File: src/rtl/sync_fifo_wr_arb.sv
// ---------------------------------------------------------------------------
// sync_fifo_wr_arb
//   Round-robin write arbiter that lets NUM_REQ requesters share one
//   synchronous FIFO write port. A requester is granted for a burst of up to
//   MAX_BURST beats. One idle cycle always separates consecutive grants, and
//   the search for the next winner starts just past the last winner.
//
// Ports
//   i_clk            single clock
//   i_rst            synchronous active-high reset
//   i_req_valid      per-requester data valid
//   i_req_data       requester k data in bits [k*DATA_WIDTH +: DATA_WIDTH]
//   o_req_ready      per-requester accept (valid && ready = one beat)
//   i_fifo_full      FIFO full flag (stalls the burst, never ends it)
//   o_fifo_wr_en     FIFO write enable
//   o_fifo_wr_data   FIFO write data (combinational mux of granted requester)
//   o_grant          registered one-hot grant, zero when idle
//   o_grant_id       index of granted requester, zero when idle
//   o_busy           high while a grant is held
// ---------------------------------------------------------------------------
module sync_fifo_wr_arb #(
    parameter int NUM_REQ    = 4,
    parameter int DATA_WIDTH = 64,
    parameter int MAX_BURST  = 8
) (
    input  logic                          i_clk,
    input  logic                          i_rst,
    input  logic [NUM_REQ-1:0]            i_req_valid,
    input  logic [NUM_REQ*DATA_WIDTH-1:0] i_req_data,
    output logic [NUM_REQ-1:0]            o_req_ready,
    input  logic                          i_fifo_full,
    output logic                          o_fifo_wr_en,
    output logic [DATA_WIDTH-1:0]         o_fifo_wr_data,
    output logic [NUM_REQ-1:0]            o_grant,
    output logic [$clog2(NUM_REQ)-1:0]    o_grant_id,
    output logic                          o_busy
);

    localparam int ID_W  = $clog2(NUM_REQ);
    localparam int CNT_W = $clog2(MAX_BURST + 1);

    typedef enum logic {
        IDLE  = 1'b0,
        GRANT = 1'b1
    } state_t;

    state_t             state_q, state_d;
    logic [ID_W-1:0]    gid_q, gid_d;
    logic [NUM_REQ-1:0] grant_q, grant_d;
    logic [CNT_W-1:0]   cnt_q, cnt_d;
    logic [ID_W-1:0]    ptr_q, ptr_d;

    logic               win_found;
    logic [ID_W-1:0]    win_id;
    logic [ID_W:0]      idx;
    logic               accept;
    logic               rel;

    // Unpack the flat data bus so the write mux is a plain array index.
    logic [DATA_WIDTH-1:0] req_words [NUM_REQ];

    for (genvar k = 0; k < NUM_REQ; k++) begin : g_unpack
        assign req_words[k] = i_req_data[k*DATA_WIDTH +: DATA_WIDTH];
    end

    // First valid requester at or after ptr_q, wrapping. The extra idx bit
    // keeps ptr+i from overflowing before the modulo-NUM_REQ correction.
    always_comb begin
        win_found = 1'b0;
        win_id    = '0;
        idx       = '0;
        for (int i = 0; i < NUM_REQ; i++) begin
            idx = {1'b0, ptr_q} + (ID_W+1)'(i);
            if (idx >= (ID_W+1)'(NUM_REQ))
                idx = idx - (ID_W+1)'(NUM_REQ);
            if (!win_found && i_req_valid[idx[ID_W-1:0]]) begin
                win_found = 1'b1;
                win_id    = idx[ID_W-1:0];
            end
        end
    end

    // Next-state and handshake outputs.
    always_comb begin
        state_d      = state_q;
        gid_d        = gid_q;
        grant_d      = grant_q;
        cnt_d        = cnt_q;
        ptr_d        = ptr_q;
        o_req_ready  = '0;
        o_fifo_wr_en = 1'b0;
        accept       = 1'b0;
        rel          = 1'b0;

        case (state_q)
            IDLE: begin
                if (win_found) begin
                    state_d         = GRANT;
                    gid_d           = win_id;
                    grant_d         = '0;
                    grant_d[win_id] = 1'b1;
                    cnt_d           = '0;
                end
            end
            GRANT: begin
                o_req_ready[gid_q] = !i_fifo_full;
                accept             = i_req_valid[gid_q] && !i_fifo_full;
                o_fifo_wr_en       = accept;
                // Full with valid held stalls in place; only the requester
                // dropping valid or the last beat ends the burst.
                if (accept) begin
                    cnt_d = cnt_q + 1'b1;
                    if (cnt_q == CNT_W'(MAX_BURST - 1))
                        rel = 1'b1;
                end else if (!i_req_valid[gid_q]) begin
                    rel = 1'b1;
                end
                if (rel) begin
                    state_d = IDLE;
                    gid_d   = '0;
                    grant_d = '0;
                    cnt_d   = '0;
                    ptr_d   = (gid_q == ID_W'(NUM_REQ - 1)) ? '0 : gid_q + 1'b1;
                end
            end
            default: state_d = IDLE;
        endcase

        // Reset blocks any handshake in the same cycle, not just the next.
        if (i_rst) begin
            o_req_ready  = '0;
            o_fifo_wr_en = 1'b0;
        end
    end

    always_ff @(posedge i_clk) begin
        if (i_rst) begin
            state_q <= IDLE;
            gid_q   <= '0;
            grant_q <= '0;
            cnt_q   <= '0;
            ptr_q   <= '0;
        end else begin
            state_q <= state_d;
            gid_q   <= gid_d;
            grant_q <= grant_d;
            cnt_q   <= cnt_d;
            ptr_q   <= ptr_d;
        end
    end

    assign o_fifo_wr_data = req_words[gid_q];
    assign o_grant        = grant_q;
    assign o_grant_id     = gid_q;
    assign o_busy         = (state_q == GRANT);

endmodule

File: config.mk
export PLATFORM = sky130hd
export DESIGN_NAME = sync_fifo_wr_arb
export DESIGN_NICKNAME = d
export VERILOG_FILES = /design/src/rtl/sync_fifo_wr_arb.sv
export SDC_FILE = /design/constraint.sdc
export NUM_CORES = 1
export LEC_CHECK = 0
export ABC_AREA = 1
export CELL_PAD_IN_SITES_DETAIL_PLACEMENT = 1
export CELL_PAD_IN_SITES_GLOBAL_PLACEMENT = 2
export CORE_MARGIN = 8
export CORE_UTILIZATION = 10
export CTS_CLUSTER_DIAMETER = 200
export CTS_CLUSTER_SIZE = 25
export DETAILED_ROUTE_END_ITERATION = 8
export GPL_TIMING_DRIVEN = 0
export PLACE_DENSITY_LB_ADDON = 0.1
export SETUP_SLACK_MARGIN = 0.5
export SLEW_MARGIN = 20
export SYNTH_ARGS = -nofsm -noshare
export SYNTH_HDL_FRONTEND = slang
export SYNTH_SLANG_ARGS = --single-unit
File: constraint.sdc
create_clock -name i_clk -period 2.7 [get_ports i_clk]
set_clock_uncertainty 0.2 [all_clocks]
set_input_delay 0.405 -clock i_clk [delete_from_list [all_inputs] [get_ports i_clk]]
set_output_delay 0.405 -clock i_clk [all_outputs]
set_load 0.005 [all_outputs]
Yosys cells after proc, flatten, opt, wreduce, memory -nomap -nowiden:

Index checks and enable logic that the tools add are counted.
Widths: inputs -> output; s select.

* add/subtract/negate cells: 9
* magnitude comparators: 13
* eq/ne operators: 5
* mux-type cells: 51
* bitwise operators: 3
* reduce and logical (&&, ||, !) cells: 13

Operators with widths (count)
* $bmux 64 s2: 1
* $mux 64: 2
* $mux 4: 7
* $mux 2: 11
* $mux 1: 19
* $lt 2x3->1 const B: 6
* $pmux 4 s2: 2
* $ge 3x3->1 const B: 4
* $bmux 1 s2: 5
* $sub 2x1->2 const B: 4
* $add 2x2->3 const B: 2
* $logic_and 1x1->1: 6
* $reduce_and 2->1: 3
* $add 4x1->4 const B: 1
* $and 4x4->4: 1
* $demux 1 s2: 2
* $eq 4x3->1 const B: 1
* $ge 2x1->1 const B: 2
* $logic_not 1->1: 4
* $pmux 2 s2: 1
* $add 2x1->3 const B: 1
* $ge 2x3->1 const B: 1
* $ne 3x1->1 const B: 1
* $not 2->3: 1
* other kinds (6): 6

* register bits after elaboration: 13
* input bits: 263
* word-level logic and storage cells: 99

Longest topological paths before layout:

* depth in word-level cells: 20
* mapped depth: 14
* mapped depth without buffers: 13

Worst setup path after synthesis:

No wires, ideal clock.

* kind: reg-to-output
* from: register gid_q[0], in the netlist o_grant_id[0]
* to: output port o_req_ready[0]
* arrival time: 1.422 ns
* data required time: 2.095 ns
* slack: 0.673 ns
* cell stages (with the launch flop): 7
* path buffers: 2
* path through: dfxtp_1 inv_1 clkbuf_1 clkbuf_1 ha_1 inv_1 nor2_1

* longest elaborated chain between the ends: 7
* elaborated cells between the ends (all ways): 8
* classes of those cells: order compare: 2; mux: 4; bitwise: 1; reduce/logical: 1

RTL lines
* from (decl): line 48 `logic [ID_W-1:0] gid_q, gid_d;`
* from (signal assigned): line 145 `gid_q <= gid_d;`
* $lt 2x3->1 (not written as such) / $ge 2x1->1 (equally long branches): line 106 `o_req_ready[gid_q] = !i_fifo_full;`
* $logic_and 1x1->1 (not written as such): line 106
* $mux 1 (not written as such): line 106
* $demux 1 s2 (*): line 106
* $and 4x4->4 (no line) (*)
* $mux 4 (*): line 95 `case (state_q)`
* $mux 4 (*): line 130 `if (i_rst) begin`
* to (decl): line 30 `output logic [NUM_REQ-1:0] o_req_ready,`

Mark *: on every way between the ends. The rest lies on a longest branch, timed or not.

Worst setup path in the final report:

* from: register gid_q[0], in the netlist o_grant_id[0]
* to: output port o_fifo_wr_data[36]

* longest elaborated chain between the ends: 4

RTL lines
* $not 2->3 (not written as such): line 152 `assign o_fifo_wr_data = req_words[gid_q];`
* $bmux 64 s2: line 152
* $mux 64 (not written as such) (2 in series): line 152
* to (decl): line 33 `output logic [DATA_WIDTH-1:0] o_fifo_wr_data,`

Every way passes these cells. The select of a mux whose other input is x is not followed.

==> impl_metrics.yaml <==
worst_hold_path:
  hold_end: "o_grant_id[1]$_SDFFE_PP0P_"
  hp-class: "in2reg"
  hold_depth: 2
  hp-start: "i_rst"
critical_path:
  reg2reg_slack_ns: 0.59
  max_stage_delay_ns: 0.39
  critPathKind: "reg2out"
  endpoint_kind: "primary output"
  crit_chain: "clkinvlp_4 > buf_6 > buf_6 > clkbuf_16 > o21ai_4 > o22ai_2 > buf_6"
  critical_path_arrival_ns: 1.69
  critical_path.top_delay_family: "buffers and inverters"
  cp_common_cell: "buf_6"
  r2r_cells: 14
  crit_buf_inv: 5
  crit_path_start_kind: "flip-flop"
  path_max_fanout: 6
  cpMaxStageDelayCell: "dfxtp_4"
  r2r_end: "o_grant_id[0]$_SDFFE_PP0P_"
  cp.depth: 7
  cp.required_ns: 2.10
  r2r-start: "o_grant_id[0]$_SDFFE_PP0P_"
yosys:
  yosys_warnings: 0
  synth_flop_cell: "dfxtp_1"
  yosysSeqAreaShare_pct: 9.61
  netlist_area_um2: 2710
  synth.avg_cell_area_um2: 5.21
  syn_inst: 520
  yosysUniqueCellTypes: 33
  ys_seq_elements: 13
  syn_nets: 788
  synthArstFlopShare_pct: 0
  synth-edff-count: 0
placed_design:
  hpwl_um: 22600
  place_congestion: 0.841
  place_ws_ns: -0.856
  io_buffers: 337
  place_area_um2: 6510
layout:
  final_cell_mix: "clkdlybuf4s50_1 (266), nor2_1 (106), buf_2 (62)"
  nets: 1164
  fin_area_um2: 7770
  fillers: 3204
  mostFrequentLayoutCell: "clkdlybuf4s50_1"
  final_util_pct: 29.0
  drive_gt1_share_pct: 30.6
  areaGrowthSynthToFinish_pct: 187
flow_run:
  maxCapViolCount: 0
sta:
  fin_ws_ns: 0.407
  slew_headroom_pct: 74.1
  min_period_over_period_pct: 84.9
  maxSlewViolCount: 0
  rsz0062_at_grt: "true"
  finalHoldViolCount: 0
  fmax_mhz: 436
  finalSetupViolCount: 0
  tightestPinTransition_ns: 0.387
  layout_min_cycle_time_ns: 2.29
floorplanning:
  dieHeight_um: 181
  core_area_um2: 26800
  rows: 60
  pin_count: 339
  dieArea_um2: 32600
  die_x_um: 181
  start_util_pct: 10.1
detailed_routing:
  drt_iter0_drc: 121
  routed_via_density: 4.28
  final_antenna_net_count: 0
  drc_errors: 0
  wirelength_um: 27500
  vias: 5315
  drtPass1Iterations: 4
  wl_per_cell_um: 22.2
power_and_ir_drop:
  power_density_nw_per_um2: 990
  p_leak_nw: 3.11
  ir_drop_v: 0.000294
clock_network:
  htreeDepth: 1
  holdBufCountCts: 0
  clock_path_buffers: 2
  cts_sinks: 13
  clk_latency_ns: 0.24
  cts_tree: "done"
  cts_root_buffer: "clkbuf_16"
  numCtsBuffers: 3
  clk_pin_slew_worst_paths_ns: 0.05
global_routing:
  grt-ovfl-total: 0
  grt.total_usage_pct: 15.7
  grt_pass1_vias: 5903
  grt_pass1_wl_um: 39200
  grt_max_degree: 12
  antenna_found_initial: 9
outcome:
  status: "complete, no violations"
-- final cells by class --
| class | instances | area (um^2) | area share [%] |
|---|---|---|---|
| Timing Repair Buffer | 370 | 3510 | 45.2 |
| Tap cell | 341 | 427 | 5.49 |
| Multi-Input combinational cell | 439 | 2730 | 35.1 |
| Buffer | 45 | 636 | 8.18 |
| Sequential cell | 13 | 268 | 3.45 |
| Clock buffer | 3 | 75.1 | 0.966 |
| Clock inverter | 1 | 5.00 | 0.0644 |
| Antenna cell | 6 | 15.0 | 0.193 |
| Inverter | 24 | 106 | 1.37 |
-- worst reg2reg max path, stage by stage (launching register included) --
cell        delay, ns
dfxtp_4          0.39
clkinvlp_4       0.21
buf_6            0.17
buf_6            0.12
buf_6            0.11
nand2_4          0.05
nand3_4          0.06
nand2_4          0.09
buf_6            0.10
inv_2            0.04
nand2_4          0.09
nand2_4          0.09
nand2_4          0.08
nor2_2           0.03
o21a_1           0.16
-- power by group --
group	total [mW]	switching, mW	internal [mW]
Clock	0.286	0.0883	0.197
Combinational	7.05	3.67	3.38
Sequential	0.350	0.0853	0.265
Total	7.69	3.84	3.85
-- per-layer routing --
layer  GRT usage [%]  vias to the layer above  part of all wire, %
met5               0                        -                 0.19
met3            5.95                       18                  8.5
met1            16.2                     2513                   38
li1                -                     2582                    -
met4            2.45                        8                  1.0
met2            30.0                      194                   52
-- logic make-up (layout without fill, tap and decap cells) --
logic type | after synthesis | count (layout) | share of synthesized area [%]
AOI/OAI and AO/OA | 212 | 212 | 42.4
xor gates and xnor gates | 2 | 2 | 0.647
adders and majority gates | 5 | 5 | 2.31
buffers and inverters | 69 | 443 | 10.9
DFF | 13 | 13 | 9.61
other | 0 | 6 | 0
and+or+nand+nor | 219 | 220 | 34.2
-- state kept, by name, summed over array words and instances (netlist names) --
signal	count
cnt_q	4
ptr_q	2
o_busy	1
o_grant_id	2
o_grant	4
-- Yosys cell counts, types with 2 or more instances --
cell | number | area (um^2)
a21oi_1 | 13 | 65.1
clkbuf_1 | 40 | 150
dfxtp_1 | 13 | 260
ha_1 | 5 | 62.6
inv_1 | 21 | 78.8
inv_2 | 2 | 7.51
nand2_1 | 39 | 146
nand2_2 | 6 | 37.5
nand2_4 | 2 | 22.5
nand3_1 | 20 | 100
nand4_1 | 3 | 18.8
nor2_1 | 142 | 533
o21ai_0 | 131 | 656
o22ai_1 | 64 | 400
-- repair_timing --
item                                    CTS  global route
pin swaps                                14            29
cloned                                    9             5
setup buffers                            13             7
resized for setup                       506           139
endpoints found under the setup margin   82            80
-- worst max path at each step --
stage                               startpoint  slack [ns]                 end
floorplan           o_grant_id[0]$_SDFFE_PP0P_        0.67      o_req_ready[0]
global placement    o_grant_id[0]$_SDFFE_PP0P_       -0.76      o_req_ready[0]
detailed placement  o_grant_id[0]$_SDFFE_PP0P_       -0.86      o_req_ready[2]
CTS                 o_grant_id[0]$_SDFFE_PP0P_        0.39  o_fifo_wr_data[48]
global route        o_grant_id[0]$_SDFFE_PP0P_        0.33  o_fifo_wr_data[36]
finish              o_grant_id[0]$_SDFFE_PP0P_        0.41  o_fifo_wr_data[36]
-- stage by stage --
stage	power (mW)	hold slack [ns]	instances	TNS (ns)
final	7.69	0.282	1242	0
after global routing	8.33	0.307	1241	0
after CTS	7.09	0.290	1224	0
after detailed placement	5.95	0.287	1198	-45.66
after global placement	5.92	0.273	1198	-41.61
after floorplan	2.71	0.261	520	0
Power figures use the tool's default switching activity.
